==> src/rtl/instr_cache.sv <==
// Direct-mapped, read-only instruction cache. A hit returns the word
// combinationally. A miss stalls the core, reads one 256-bit line from main
// memory through a READ/WAIT/FILL sequence, and then returns to IDLE.
`timescale 1ns/1ps
module instr_cache #(
  parameter int NUM_LINES = 16,
  parameter int BLOCK_AW  = 9
) (
  input  logic                clk,
  input  logic                reset,
  input  logic [31:0]         addr,
  output logic [31:0]         out,
  output logic                clk_stall,
  output logic [BLOCK_AW-1:0] mem_block_addr,
  input  logic [255:0]        new_line,
  output logic                readmem
);

  localparam int IW = $clog2(NUM_LINES);
  localparam int TW = BLOCK_AW - IW;

  typedef enum logic [1:0] {
    S_IDLE,
    S_READ,
    S_WAIT,
    S_FILL
  } state_t;

  state_t state, state_next;

  // Address fields
  logic [2:0]          wsel;
  logic [IW-1:0]       idx;
  logic [TW-1:0]       tag;
  logic [BLOCK_AW-1:0] blk;

  assign wsel = addr[4:2];
  assign idx  = addr[IW+4:5];
  assign tag  = addr[BLOCK_AW+4:IW+5];
  assign blk  = addr[BLOCK_AW+4:5];

  // Byte offset and high address bits play no part in the lookup
  logic unused_addr_bits;
  assign unused_addr_bits = ^{addr[31:BLOCK_AW+5], addr[1:0]};

  // Line storage
  logic [NUM_LINES-1:0] valid;
  logic [TW-1:0]        tags  [NUM_LINES];
  logic [255:0]         lines [NUM_LINES];

  // Miss bookkeeping
  logic [BLOCK_AW-1:0] miss_blk;
  logic [IW-1:0]       miss_idx;
  logic [TW-1:0]       miss_tag;
  logic                latch_miss;
  logic                fill;

  assign miss_idx = miss_blk[IW-1:0];
  assign miss_tag = miss_blk[BLOCK_AW-1:IW];

  // Lookup
  logic         hit;
  logic [255:0] rd_line;
  logic [31:0]  hit_word;
  logic [31:0]  held;

  assign hit      = valid[idx] && (tags[idx] == tag);
  assign rd_line  = lines[idx];
  assign hit_word = rd_line[{wsel, 5'd0} +: 32];
  assign out      = (state == S_IDLE && hit) ? hit_word : held;

  // State register
  always_ff @(posedge clk) begin
    if (reset) state <= S_IDLE;
    else       state <= state_next;
  end

  // Next-state and memory-side outputs; reset masks every request so an
  // in-flight miss is abandoned and the stall drops while reset is held
  always_comb begin
    state_next     = state;
    clk_stall      = 1'b0;
    readmem        = 1'b0;
    mem_block_addr = blk;
    latch_miss     = 1'b0;
    fill           = 1'b0;
    case (state)
      S_IDLE: begin
        if (!hit) begin
          clk_stall  = 1'b1;
          latch_miss = 1'b1;
          state_next = S_READ;
        end
      end
      S_READ: begin
        clk_stall      = 1'b1;
        readmem        = 1'b1;
        mem_block_addr = miss_blk;
        state_next     = S_WAIT;
      end
      S_WAIT: begin
        clk_stall      = 1'b1;
        readmem        = 1'b1;
        mem_block_addr = miss_blk;
        state_next     = S_FILL;
      end
      S_FILL: begin
        clk_stall  = 1'b1;
        fill       = 1'b1;
        state_next = S_IDLE;
      end
      default: state_next = S_IDLE;
    endcase
    if (reset) begin
      clk_stall  = 1'b0;
      readmem    = 1'b0;
      latch_miss = 1'b0;
      fill       = 1'b0;
    end
  end

  // Capture the missing block address so later addr changes cannot redirect the fill
  always_ff @(posedge clk) begin
    if (reset)           miss_blk <= '0;
    else if (latch_miss) miss_blk <= blk;
  end

  // Valid bits: cleared by reset, set when a line is filled
  always_ff @(posedge clk) begin
    if (reset)     valid <= '0;
    else if (fill) valid[miss_idx] <= 1'b1;
  end

  // Tag and data arrays, written only on fill (no reset needed)
  always_ff @(posedge clk) begin
    if (fill) begin
      lines[miss_idx] <= new_line;
      tags[miss_idx]  <= miss_tag;
    end
  end

  // Registered copy of the last hit word, presented while stalled
  always_ff @(posedge clk) begin
    if (reset)                           held <= '0;
    else if (state == S_IDLE && hit)     held <= hit_word;
  end

endmodule

==> config.mk <==
export PLATFORM = sky130hd
export DESIGN_NAME = instr_cache
export DESIGN_NICKNAME = d
export VERILOG_FILES = /design/src/rtl/instr_cache.sv
export SDC_FILE = /design/constraint.sdc
export NUM_CORES = 2
export LEC_CHECK = 0
export CORE_MARGIN = 8
export CORE_UTILIZATION = 50
export CTS_CLUSTER_DIAMETER = 50
export DETAILED_ROUTE_END_ITERATION = 16
export PLACE_DENSITY = 0.66
export RECOVER_POWER = 25
export SYNTH_ARGS = -nofsm -noshare
export SYNTH_HDL_FRONTEND = slang
export SYNTH_MEMORY_MAX_BITS = 65536
export SYNTH_SLANG_ARGS = --single-unit
==> constraint.sdc <==
create_clock -name clk -period 32 [get_ports clk]
set_clock_uncertainty 0.1 [all_clocks]
set_input_delay 6.4 -clock clk [delete_from_list [all_inputs] [get_ports clk]]
set_output_delay 6.4 -clock clk [all_outputs]
set_load 0.05 [all_outputs]
=== Word level (Yosys, flattened, before mapping) ===
Memories as Yosys holds them, arrays and structs flattened.
Index checks and enable logic that the tools add are counted.

* Register bits: 59
* RAM bits: 4,176
* Bits of input ports: 290
* Word-level logic and storage cells: 41
* Memories kept: 2

* Magnitude comparators: 3
* Equal/unequal tests: 5
* Shift-type cells: 1
* Multiplexer cells: 19
* Bitwise gates (word level): 1
* Reductions and logical operators: 6

{| class="wikitable"
|+ Memories
! name !! words !! bits a word !! rd ports !! clocked after Yosys merged registers in !! wr ports !! line !! source
|-
| lines || 16 || 256 || 1 || 0 || 1 || 49 || <nowiki>logic [255:0] lines [NUM_LINES];</nowiki>
|-
| tags || 16 || 5 || 1 || 0 || 1 || 48 || <nowiki>logic [TW-1:0] tags [NUM_LINES];</nowiki>
|}

{| class="wikitable"
|+ Operators by type and width
! cell !! count
|-
| indexed part select 256 x 9 -> 32 bit || 1
|-
| 2-to-1 mux 32 bit || 1
|-
| bitwise OR 16 bit || 1
|-
| 2-to-1 mux 1 bit || 12
|-
| less-than comparator 4 x 5 -> 1 bit, second input constant || 2
|-
| 2-to-1 mux 9 bit || 1
|-
| one-hot mux 2 bit (4 select lines) || 1
|-
| == test 5 bit || 1
|-
| binary-select mux 1 bit (select 4 bit) || 1
|-
| demux 1 bit (select 4 bit) || 1
|-
| == test 2 bit, second input constant || 2
|-
| >= comparator 4 x 1 -> 1 bit, second input constant || 1
|-
| logical AND 1 bit || 3
|-
| OR reduction 3 bit || 1
|-
| == test 2 x 1 -> 1 bit, second input constant || 1
|-
| zero test 2 bit || 1
|-
| 2-to-1 mux 2 bit || 1
|-
| inequality test 2 bit, second input constant || 1
|-
| one-hot mux 1 bit (2 select lines) || 1
|-
| OR reduction 2 bit || 1
|}

=== Depth between registers and ports, before layout ===
* Word-level depth: 6
* Gate-level depth with buffers: 13
* Gate-level depth less buffers: 7

=== Worst setup path after synthesis ===
Ideal clock, no wire load.

* Path type: input -> register
* From: input port reset
* To: memory lines[0][0], enable pin
* Library setup time: 1,205 ps
* Data arrival time: 24,721 ps
* Slack: 5,975 ps
* Cell stages on the path: 4
* Path buffers: 1
* Path through: clkbuf_1 > nand2b_1 > or3_1 > nor3_1

* Longest elaborated chain between the ends: 3

{| class="wikitable"
|+ Ends and longest elaborated chain
! what !! line !! source
|-
| start, declared || 10 || <nowiki>input logic reset,</nowiki>
|-
| 2-to-1 mux 1 bit || 114 || <nowiki>if (reset) begin</nowiki>
|-
| 2-to-1 mux 1 bit || 136 || <nowiki>if (fill) begin</nowiki>
|-
| 2-to-1 mux 1 bit (implied by the code) || 137 || <nowiki>lines[miss_idx] <= new_line;</nowiki>
|-
| end, declared || 49 ||
|}

Every way passes these cells.

=== Final worst setup path ===
* From: input port addr[5]
* To: output port out[20]

* Longest elaborated chain between the ends: 5
* Elaborated cells on any way between the ends: 9
* Classes of those cells: eq/ne (1); shift (1); mux (3); reduce/logical (2); memory (2)

{| class="wikitable"
|+ Ends and longest elaborated chain
! what !! line !! source
|-
| start, declared || 11 || <nowiki>input logic [31:0] addr,</nowiki>
|-
| branches (longest 4 deep; another with memory (16 x 256 bit)) || -- ||
|-
| 2-to-1 mux 32 bit * || -- ||
|-
| end, declared || 12 || <nowiki>output logic [31:0] out,</nowiki>
|}

Every way passes the cells marked *. The select of a mux whose other input is x is not followed.

==> impl_results.md <==
- Status: finished with violations
- Violated checks: capacitance limit
- F_max: roughly 0.048 GHz
- Tcrit/Tclk final: 64.71%
- Syn_nets: between 8000 and 9000
- Final Instance Area: approximately 190000 µm²
- Final core occ: approximately 57%
- Slew margin rel.: less than 1%
- Final hold vios: 0
- Initial antenna violation count: approximately 170
- Final setup violation count: 0
- GR Util met1: 34.38%
- Leading area contributor after synthesis: edfxtp_1
- Cell Area, Synth: between 150000 and 200000 µm²
- Startpoint types: primary input
- Vias in the first global route: 83573
- Synth Area in Adders: 0.03079%
- Largest net degree at the start of global routing: around 140
- CP Class: in -> out
- First-pass GRT wire length: 600800 µm
- Post-synth ARST share: 0%
- Post-CTS Setup Inserts: 0
- Worst slack, placed: 11.18 ns
- Starting DRT DRC Count: around 9500
- Num ports: between 300 and 400
- Crit path max fanout: 99
- Starting Density: between 50% and 60%
- Hold buffers post-CTS: 0
- Die Wd: just under 600 µm
- Busiest layer in global routing: met2
- Nets@finish: roughly 8700
- TritonCTS clock tree: built
- Grt met2 use: between 30% and 40%
- Min Hold Slack: approximately 0.37 ns
- P&R area growth vs syn: 14.34%
- Mean Syn Cell Area: ~21 µm²
- Pleak: between 50 and 60 nW
- Setup TNS: 0 ns
- Slew @ Worst Pin: around 1.5 ns
- Unrepaired setup endpoints after global routing: no
- Primary FF master, synth: edfxtp_1
- Top cell type's share of synthesized area: 77.16%
- Post-synthesis mux area share: between 10 and 15%
- DR pass1 iterations: 5
- CP Capture Type: output pin
- Grt met3 use: under 10%
- Dpl cells: roughly 12000
- H-tree levels: 5
- Worst vdd ir: between 0.05 and 0.06 mV
- Multi-input logic area: between 30000 and 40000 µm²
- DP Wirelength: 224400 µm
- Worst Hold Class: reg -> reg
- Layout fillers: around 24000
- Slew Limit Fails: 0
- Total gr overflow: 0
- PD cells: around 64 nW/µm²
- Core Footprint: approximately 320000 µm²
- PostCTS Resize Cnt: 0
- Critical Path RT: 25.50 ns
- Detailed Route WL: roughly 420000 µm
- Compound-Gate Fraction of Synth Area: 5.290%
- Register area share after synthesis: between 70% and 80%
- Distinct cells, synth: 53
- Total power: between 10 and 15 mW
- Mapped Cells: about 7900
- Synth area leaders: edfxtp_1 (77%), mux4_2 (9.1%), mux2i_1 (4.9%)
- Storage element area: 126600 µm²
- Yosys reg bits: 4235
- Max-cap violation count: 1
- Avg WL per Cell: between 30 and 40 µm
- DR vias/cell: ~6.4
- Yosys warnings: 0
- Clock period minus worst slack: between 20 and 25 ns
- Total GRT Usage: 24.08%
- Post-synth EDFFs: 4176
- Rows: 209
- Simple-gate share of the synthesized area: under 10%
- Final setup margin: around 11 ns
- GPL Wtd Cong: 0.7662
- Final std cells w/o fill: 13136
- Die Area: 343500 µm²
- Clock Sinks: roughly 4200
- Die Y-Extent: ~590 µm
- ANT nets after route: 0
- Crit path DAT: roughly 14 ns
- CTS Buffer Depth: 4
- Drt drc: 0
- IO Port Bufs: 312
- Layout cells sized above 1: ~18%
- DR vias: roughly 84000
- Num CTS Buffers: ~430
- Clk_lat worst skew: between 0.9 and 1 ns
- CTS clk-pin slew, worst paths: 0.06 ns
- Largest family of logic cells by synthesized area: multiplexers
- Clk Tree Root Cell: clkbuf_16
- Placed cell area: 171000 µm²
- Xor and xnor area share after synthesis: less than 1%
## cell families (layout without fill, tap and decap cells)
family                   count (synthesis)  in the layout
flip-flops                            4235           4235
multiplexers                          1467           1467
AO/OA/AOI/OAI                         1298           1298
buffers and inverters                  513           1310
AND/OR/NAND/NOR                        403            403
adder cells (fa/ha/maj)                  4              4
XOR/XNOR                                 4              4
other                                    0             90
## worst paths after layout
kind             from           end  slack, ns  depth (start not counted)
max           addr[5]       out[20]      11.29                         13
min          valid[5]      valid[5]       0.37                          2
max reg2reg  state[1]  lines[3][19]      26.68                          7
min reg2reg  valid[5]      valid[5]       0.37                          2
## flip-flops by register name, indices dropped and copies added (netlist names)
name and flops:
held 32, tags 80, valid 16, miss_blk 9
state 2, lines 4096
## Yosys cell counts, drive strengths merged, types with 2 or more instances
| master | instances |
|---|---|
| edfxtp | 4176 |
| mux2i | 798 |
| mux4 | 656 |
| o221ai | 366 |
| o21ai | 324 |
| a21oi | 301 |
| clkbuf | 301 |
| buf | 203 |
| nor2 | 119 |
| o22ai | 114 |
| nor3 | 74 |
| a22oi | 64 |
| nand4 | 63 |
| o32ai | 63 |
| dfxtp | 59 |
| nor2b | 41 |
| nor3b | 32 |
| nor4 | 31 |
| o31ai | 31 |
| a31oi | 17 |
| nand2 | 14 |
| mux2 | 13 |
| nand2b | 10 |
| nand3 | 10 |
| inv | 8 |
| a211oi | 6 |
| ha | 4 |
| o2111a | 3 |
| or3 | 3 |
| xnor2 | 3 |
| a2111oi | 2 |
| and3 | 2 |
| or2 | 2 |
## worst max-delay path, stage by stage
cell and delay, ns:
buf_16 0.39, buf_4 0.86, buf_4 0.80, buf_4 0.78, buf_4 0.71, buf_4 0.71, mux4_2 0.60, a22oi_1 0.27
a21oi_1 0.20, nor4_4 0.91, nand4_1 0.21, nor2b_1 0.25, clkdlybuf4s50_1 0.72
## cell type report
class	count	share of cell area (%)
multi-input cells	3176	18.35
clock inverters	284	1.799
flip-flops and latches	4235	68.11
clock buffers	514	6.078
repair buffers	503	2.606
diodes	90	0.1212
inverters	9	0.02222
well taps	4325	2.912
## placed cells by master (no fill, tap or decap), types with 13 or more instances in the layout
| master | instances |
|---|---|
| buf_4 | 170 |
| bufinv_16 | 62 |
| mux2i_1 | 798 |
| o221ai_1 | 366 |
| nor3b_1 | 31 |
| o22ai_1 | 114 |
| dfxtp_1 | 59 |
| inv_6 | 15 |
| clkinv_4 | 13 |
| clkinvlp_4 | 33 |
| o21ai_0 | 324 |
| mux4_2 | 656 |
| clkdlybuf4s50_1 | 155 |
| o31ai_1 | 31 |
| clkinv_1 | 81 |
| nor2_4 | 14 |
| o32ai_1 | 63 |
| nand4_1 | 63 |
| diode_2 | 90 |
| buf_12 | 21 |
| a21oi_1 | 301 |
| dlygate4sd3_1 | 151 |
| nor2b_1 | 39 |
| nor3_1 | 68 |
| clkbuf_16 | 438 |
| clkinv_2 | 60 |
| a22oi_1 | 64 |
| nor2_1 | 105 |
| nor4_2 | 16 |
| edfxtp_1 | 4176 |
| a31oi_1 | 17 |
| nand2_1 | 13 |
| clkbuf_1 | 71 |
## metal layers
| metal | wire, µm | up-vias |
|---|---|---|
| met3 | 42830 | 748 |
| met1 | 168200 | 44499 |
| met4 | 13160 | 46 |
| met5 | 299 | - |
| met2 | 197900 | 4120 |
| li1 | - | 34570 |
## where the power goes
part	internal, mW	total, mW	switching, mW
Combinational	0.210	0.604	0.394
Clock	3.03	5.14	2.11
Sequential	6.13	6.15	0.0168
Total	9.38	11.9	2.52
Note: power is estimated with default switching activity, not from simulation.
